### src/rtl/byte_ser_pkg.sv
// Shared definitions for the byte serializer controller.
//   state_e  : controller states (IDLE=0, SEND=1)
//   BYTE_W   : bits per byte
//   NBYTES   : bytes per input block
//   CNT_W    : width of the byte counter / byte select
//   sel_of() : maps a byte counter to the byte select for a given order
package byte_ser_pkg;

  typedef enum logic {
    IDLE = 1'b0,
    SEND = 1'b1
  } state_e;

  localparam int unsigned BYTE_W = 8;
  localparam int unsigned NBYTES = 16;
  localparam int unsigned CNT_W  = 4;

  function automatic logic [CNT_W-1:0] sel_of(input logic [CNT_W-1:0] cnt,
                                              input logic             msb_first);
    return msb_first ? (CNT_W'(NBYTES - 1) - cnt) : cnt;
  endfunction

endpackage

### src/rtl/mux_16to1.sv
// 16-to-1 byte multiplexer.
//   data_i : 16 packed bytes, byte k at bits [8k+7:8k]
//   sel_i  : byte index
//   data_o : selected byte
module mux_16to1
  import byte_ser_pkg::*;
(
  input  logic [NBYTES*BYTE_W-1:0] data_i,
  input  logic [CNT_W-1:0]         sel_i,
  output logic [BYTE_W-1:0]        data_o
);

  always_comb begin
    data_o = data_i[sel_i*BYTE_W +: BYTE_W];
  end

endmodule

### src/rtl/byte_serializer_ctrl.sv
// Serializes a 16-byte block into a valid/ready byte stream.
//   clk, rst_n           : clock, asynchronous active-low reset
//   in_valid/in_ready    : block handshake; in_data (16 bytes), in_len (bytes-1)
//   out_valid/out_ready  : byte handshake; out_data, out_last (final byte)
//   sel                  : byte select driven to the mux
//   busy                 : high while sending a block
// MSB_FIRST=0 emits byte 0 first, MSB_FIRST=1 emits byte 15 first.
module byte_serializer_ctrl
  import byte_ser_pkg::*;
#(
  parameter bit MSB_FIRST = 1'b0
) (
  input  logic                     clk,
  input  logic                     rst_n,
  input  logic                     in_valid,
  output logic                     in_ready,
  input  logic [NBYTES*BYTE_W-1:0] in_data,
  input  logic [CNT_W-1:0]         in_len,
  output logic                     out_valid,
  input  logic                     out_ready,
  output logic [BYTE_W-1:0]        out_data,
  output logic                     out_last,
  output logic [CNT_W-1:0]         sel,
  output logic                     busy
);

  state_e                    state_q, state_d;
  logic [CNT_W-1:0]          cnt_q, cnt_d;
  logic [CNT_W-1:0]          cnt_inc;
  logic [CNT_W-1:0]          len_q, len_d;
  logic [CNT_W-1:0]          sel_q, sel_d;
  logic [NBYTES*BYTE_W-1:0]  data_q, data_d;

  always_ff @(posedge clk or negedge rst_n) begin
    if (!rst_n) begin
      state_q <= IDLE;
      cnt_q   <= '0;
      len_q   <= '0;
      data_q  <= '0;
      sel_q   <= sel_of('0, MSB_FIRST);
    end else begin
      state_q <= state_d;
      cnt_q   <= cnt_d;
      len_q   <= len_d;
      data_q  <= data_d;
      sel_q   <= sel_d;
    end
  end

  assign cnt_inc = cnt_q + 1'b1;

  // sel is registered rather than derived from cnt so that it keeps the
  // last emitted byte index while IDLE, even though cnt returns to 0.
  always_comb begin
    state_d   = state_q;
    cnt_d     = cnt_q;
    len_d     = len_q;
    data_d    = data_q;
    sel_d     = sel_q;
    in_ready  = 1'b0;
    out_valid = 1'b0;
    out_last  = 1'b0;
    busy      = 1'b0;
    case (state_q)
      IDLE: begin
        in_ready = 1'b1;
        if (in_valid) begin
          data_d  = in_data;
          len_d   = in_len;
          cnt_d   = '0;
          sel_d   = sel_of('0, MSB_FIRST);
          state_d = SEND;
        end
      end
      SEND: begin
        out_valid = 1'b1;
        busy      = 1'b1;
        out_last  = (cnt_q == len_q);
        if (out_ready) begin
          if (out_last) begin
            cnt_d   = '0;
            state_d = IDLE;
          end else begin
            cnt_d = cnt_inc;
            sel_d = sel_of(cnt_inc, MSB_FIRST);
          end
        end
      end
      default: state_d = IDLE;
    endcase
  end

  assign sel = sel_q;

  mux_16to1 u_mux (
    .data_i (data_q),
    .sel_i  (sel_q),
    .data_o (out_data)
  );

endmodule

### config.mk
export PLATFORM = sky130hd
export DESIGN_NAME = byte_serializer_ctrl
export DESIGN_NICKNAME = d
export VERILOG_FILES = /design/src/rtl/byte_ser_pkg.sv /design/src/rtl/mux_16to1.sv /design/src/rtl/byte_serializer_ctrl.sv
export SDC_FILE = /design/constraint.sdc
export NUM_CORES = 1
export LEC_CHECK = 0
export ABC_CLOCK_PERIOD_IN_PS = 3110
export BUFFER_PORTS_ARGS = -buffer_cell sky130_fd_sc_hd__buf_2
export CAP_MARGIN = 20
export CORE_ASPECT_RATIO = 1.1
export CORE_MARGIN = 2
export CORE_UTILIZATION = 43
export CTS_CLUSTER_DIAMETER = 100
export DETAILED_ROUTE_END_ITERATION = 6
export PLACE_DENSITY = 0.66
export SETUP_SLACK_MARGIN = 0.05
export SYNTH_ARGS = -nofsm -noshare
export SYNTH_HDL_FRONTEND = slang
export SYNTH_HIERARCHICAL = 1
export SYNTH_SLANG_ARGS = --single-unit
export TNS_END_PERCENT = 10
### constraint.sdc
create_clock -name clk -period 3.11 [get_ports clk]
set_input_delay 0.1555 -clock clk [delete_from_list [all_inputs] [get_ports clk]]
set_output_delay 0.1555 -clock clk [all_outputs]
set_load 0.03 [all_outputs]
After elaboration in Yosys (flattened, before gate mapping)
Index checks and enable logic that the tools add are counted.
{"block": "word_totals", "ff_bits": 141, "input_bits": 136, "out_inout_bits": 16, "word_cells": 29}
{"block": "classes", "n_eq_ne": 4, "n_shift": 1, "n_mux": 14, "bitwise": 1, "n_addsub": 1, "reduce_logical": 3}
{"operator": "$shiftx 128x8->8", "n": 1}
{"operator": "$mux 4", "n": 5}
{"operator": "$pmux 4 s2", "n": 2}
{"operator": "$mux 1", "n": 6}
{"operator": "$ne 2x2->1 const B", "n": 3}
{"operator": "$add 4x1->4 const B", "n": 1}
{"operator": "$eq 4x4->1", "n": 1}
{"operator": "$reduce_and 2->1", "n": 2}
{"operator": "$reduce_and 3->1", "n": 1}
{"operator": "$pmux 1 s2", "n": 1}
{"operator": "$not 1->1", "n": 1}

Depth between registers and ports, before layout
{"block": "logic_depth", "ltp_word": 4, "depth_mapped": 5, "mapped_depth_nobuf": 4}

Modules after synthesis
Netlist, hierarchy kept.
{"mod": "byte_serializer_ctrl", "area_each_um2": 5450.2, "seq_area_each_um2": 3528.4, "instances": 1, "cells_per_inst": 319}
{"mod": "mux_16to1", "area_each_um2": 1033.5, "seq_area_each_um2": 0.0, "instances": 1, "cells_per_inst": 70}

Worst setup path before layout
Ideal clock, no wire load.
{"block": "synth_timing", "path_type": "reg-to-output", "start": "reg sel_q[0] (netlist: sel[0])", "end": "out out_data[5]", "stages_incl_launch_ff": 6, "required_time_ns": 2.954, "path_buffers": 2, "setup_slack_ns": 1.181, "t_arrival_ns": 1.773, "cell_sequence": "dfrtp_1 -> buf_6 -> buf_6 -> mux4_1 -> a22oi_1 -> nand2_1"}
{"block": "synth_between", "elab_chain_cells": 1}
{"item": "start, declared", "line": "byte_serializer_ctrl.sv:31", "text": "logic [CNT_W-1:0] sel_q, sel_d;"}
{"item": "start signal, assigned", "line": "byte_serializer_ctrl.sv:40", "text": "sel_q <= sel_of('0, MSB_FIRST);"}
{"item": "start signal, assigned", "line": "byte_serializer_ctrl.sv:46", "text": "sel_q <= sel_d;"}
{"item": "$shiftx 128x8->8", "line": "mux_16to1.sv:14", "text": "data_o = data_i[sel_i*BYTE_W +: BYTE_W];"}
{"item": "end, declared", "line": "byte_serializer_ctrl.sv:21", "text": "output logic [BYTE_W-1:0] out_data,"}
Every way passes these cells.

Worst setup path in the final report
{"block": "layout_timing", "start": "reg sel_q[0] (netlist: sel[0])", "end": "out out_data[0]"}
The elaborated chain is that of the path after synthesis.

==> impl_metrics.json <==
{
  "holdPathStages": 3,
  "synth_top_family_by_area": "multiplexers",
  "drv_slew": 0,
  "worstPathMaxFanout": 15,
  "slew_headroom_pct": 44.6,
  "synth-main-ff-cell": "dfrtp_1",
  "layout.nets": 812,
  "drive_gt1_share_pct": 46.5,
  "num_antenna_cells": 0,
  "setup_ws_ps": 354,
  "antenna_found_initial": 0,
  "ys_seq_elements": 141,
  "r2r-end": "sel[1]",
  "insertion_delay_ps": 420,
  "areaGrowthSynthToFinish_pct": 43.3,
  "rsz0062_at_grt": "false",
  "gp_congestion": 0.802,
  "drt.antenna.violating_nets": 0,
  "setup_tns_ps": 0,
  "vdd.ir_drop.worst_mv": 0.684,
  "cts_max_level": 4,
  "r2r_start": "state_q",
  "reg2reg_depth": 5,
  "synthArstFlopShare_pct": 100,
  "port_buffers": 151,
  "track_usage_pct": 21.9,
  "synth_compound_area_share_pct": 3.26,
  "netlist.top_cell.by_area": "dfrtp_1",
  "cts.sinks": 141,
  "wl_per_cell_um": 19.1,
  "postCtsSetupBuffers": 0,
  "worstSetupStartpointType": "register",
  "arrival_ps": 2600,
  "post-synth-top-area-fraction_pct": 54.4,
  "grt_overflow_total": 0,
  "synth_edf_count": 0,
  "num_rows": 47,
  "syn_nets": 526,
  "synth_common_cells": "dfrtp_1 (141), mux2_2 (90), mux2_1 (22)",
  "die-area_sq_mm": 0.0161,
  "drt_pass1_iterations": 7,
  "hp-class": "primary input to register",
  "period_share_pct": 88.6,
  "yosysWarnings": 6,
  "syn_avg_cell_area_sq_um": 16.7,
  "root_buffer": "clkbuf_16",
  "grt_pass1_wl_mm": 26.3,
  "synth.area.top_cells": "dfrtp_1 (54%), mux2_2 (16%), mux4_2 (6.3%), mux4_1 (5.7%), mux2_4 (4.6%)",
  "powerDensity_mw_per_mm2": 954,
  "max_freq_ghz": 0.363,
  "synth-xor-area-share_pct": 0.810,
  "cp-end-kind": "output pin",
  "yosysMostFrequentCell": "dfrtp_1",
  "synthSimpleGateAreaFrac_pct": 1.78,
  "grt_pass1_vias": 4929,
  "cts_buffers": 17,
  "vias": 4475,
  "drc": 0,
  "p_leak_nw": 4.25,
  "finalSetupViolCount": 0,
  "core_region_area_sq_mm": 0.0149,
  "yosysSeqAreaShare_pct": 54.4,
  "hpwl_mm": 11.1,
  "fp.dieH_um": 133,
  "grt_max_degree": 123,
  "synth_cell_types": 29,
  "dpl_worst_slack_ps": 791,
  "finalHoldViolations": 0,
  "r2r_slack_ps": 1170,
  "path_class": "register to output pin",
  "initial_utilization_pct": 43.6,
  "min_to": "state_q",
  "maxCapViolations": 0,
  "worstHoldStart": "in_valid",
  "avgViaCountPerCell": 5.06,
  "synthCells": 389,
  "synth_mux_area_share_pct": 36.0,
  "path_clk_slew_ps": 60,
  "worstMarginPinSlew_ps": 831,
  "crit_required_ps": 2950,
  "totalWireLength_mm": 16.9,
  "syn_area_sq_mm": 0.00648,
  "min_period_ps": 2760,
  "synth_fa_ha_area_share_pct": 0.193,
  "status": "finished clean",
  "drtIter0Drc": 160,
  "io_pins": 152,
  "die_w_um": 121,
  "fin_skew_ps": 4.75,
  "cts_tree": "built",
  "cts_buffer_depth": 2
}
-- metal layers --
metal  global-route usage [%]  up-vias  wire, um
met1                     27.0     2264      6910
met2                     36.8      136      8700
li1                         -     2045         -
met3                     5.26       30       822
met5                        0        -         0
met4                     8.79        0       438
-- placed cells by master, fill, tap and decap left out, drive strengths merged, types with 2 or more instances in the layout --
cell type    count
bufinv           3
a22oi           16
mux2           132
xor2             5
nand2            9
clkinv           2
and2             3
nor2b            3
dfrtp          141
dlygate4sd3    133
clkbuf          26
mux4            32
a21o             5
buf            160
a22o             2
nor2             5
-- registers in the layout, summed over array words and instances (netlist names) --
name,count
cnt_q,4
data_q,128
len_q,4
sel,4
state_q,1
-- through the flow --
step,power (mW),utilization [%],instances,hold WS [ps],area (sq um)
finish,8.86,62.5,884,17.6,9290
global route,9.32,62.5,884,50.5,9290
detailed placement,6.68,49.3,718,377,7340
CTS,8.89,62.2,882,3.03,9250
floorplan,5.77,-,389,-140,6480
global placement,6.58,49.3,718,371,7340
-- repair_timing --
action / 4_1_cts / 5_1_grt
hold buffers: 132 / 1
endpoints found under the hold margin: 251 / 1
gates resized for setup: 0 / 0
-- kinds of logic after synthesis --
logic type	count (synthesis)
DFF	141
xor gates and xnor gates	6
muxes	164
and+or+nand+nor	23
buffers and inverters	27
AOI/OAI and AO/OA	27
adders and majority gates	1
-- area by class of cell --
| class | count | area, sq um |
|---|---|---|
| Fill cell | 1115 | 5590 |
| Clock buffer | 26 | 489 |
| Clock inverter | 6 | 108 |
| Sequential cell | 141 | 3530 |
| Multi-Input combinational cell | 221 | 2730 |
| Timing Repair Buffer | 293 | 2180 |
| Tap cell | 196 | 245 |
| Inverter | 1 | 3.75 |
-- critical path, cell delays in order, from the launching register on --
cell     delay (ps)
dfrtp_2         650
buf_4           340
mux4_2          540
a22oi_1         330
nand2_1         110
buf_2           200
-- power breakdown --
part / switching (mW) / total (mW) / internal, mW
clock: 0.731 / 2.05 / 1.32
sequential: 0.695 / 3.45 / 2.75
combinational: 1.43 / 3.36 / 1.93
total: 2.85 / 8.86 / 6.01
-- worst max-delay path by stage --
| stage | from | end | slack, ps | depth (start not counted) |
|---|---|---|---|---|
| 2_1_floorplan | sel[0] | out_data[5] | 1180 | 5 |
| 3_3_place_gp | sel[0] | out_data[0] | 810 | 5 |
| 3_5_place_dp | sel[0] | out_data[0] | 790 | 5 |
| 4_1_cts | sel[0] | out_data[0] | 340 | 5 |
| 5_1_grt | sel[0] | out_data[0] | 250 | 5 |
| 6_report | sel[0] | out_data[0] | 350 | 5 |
Power figures use the tool's default switching activity.
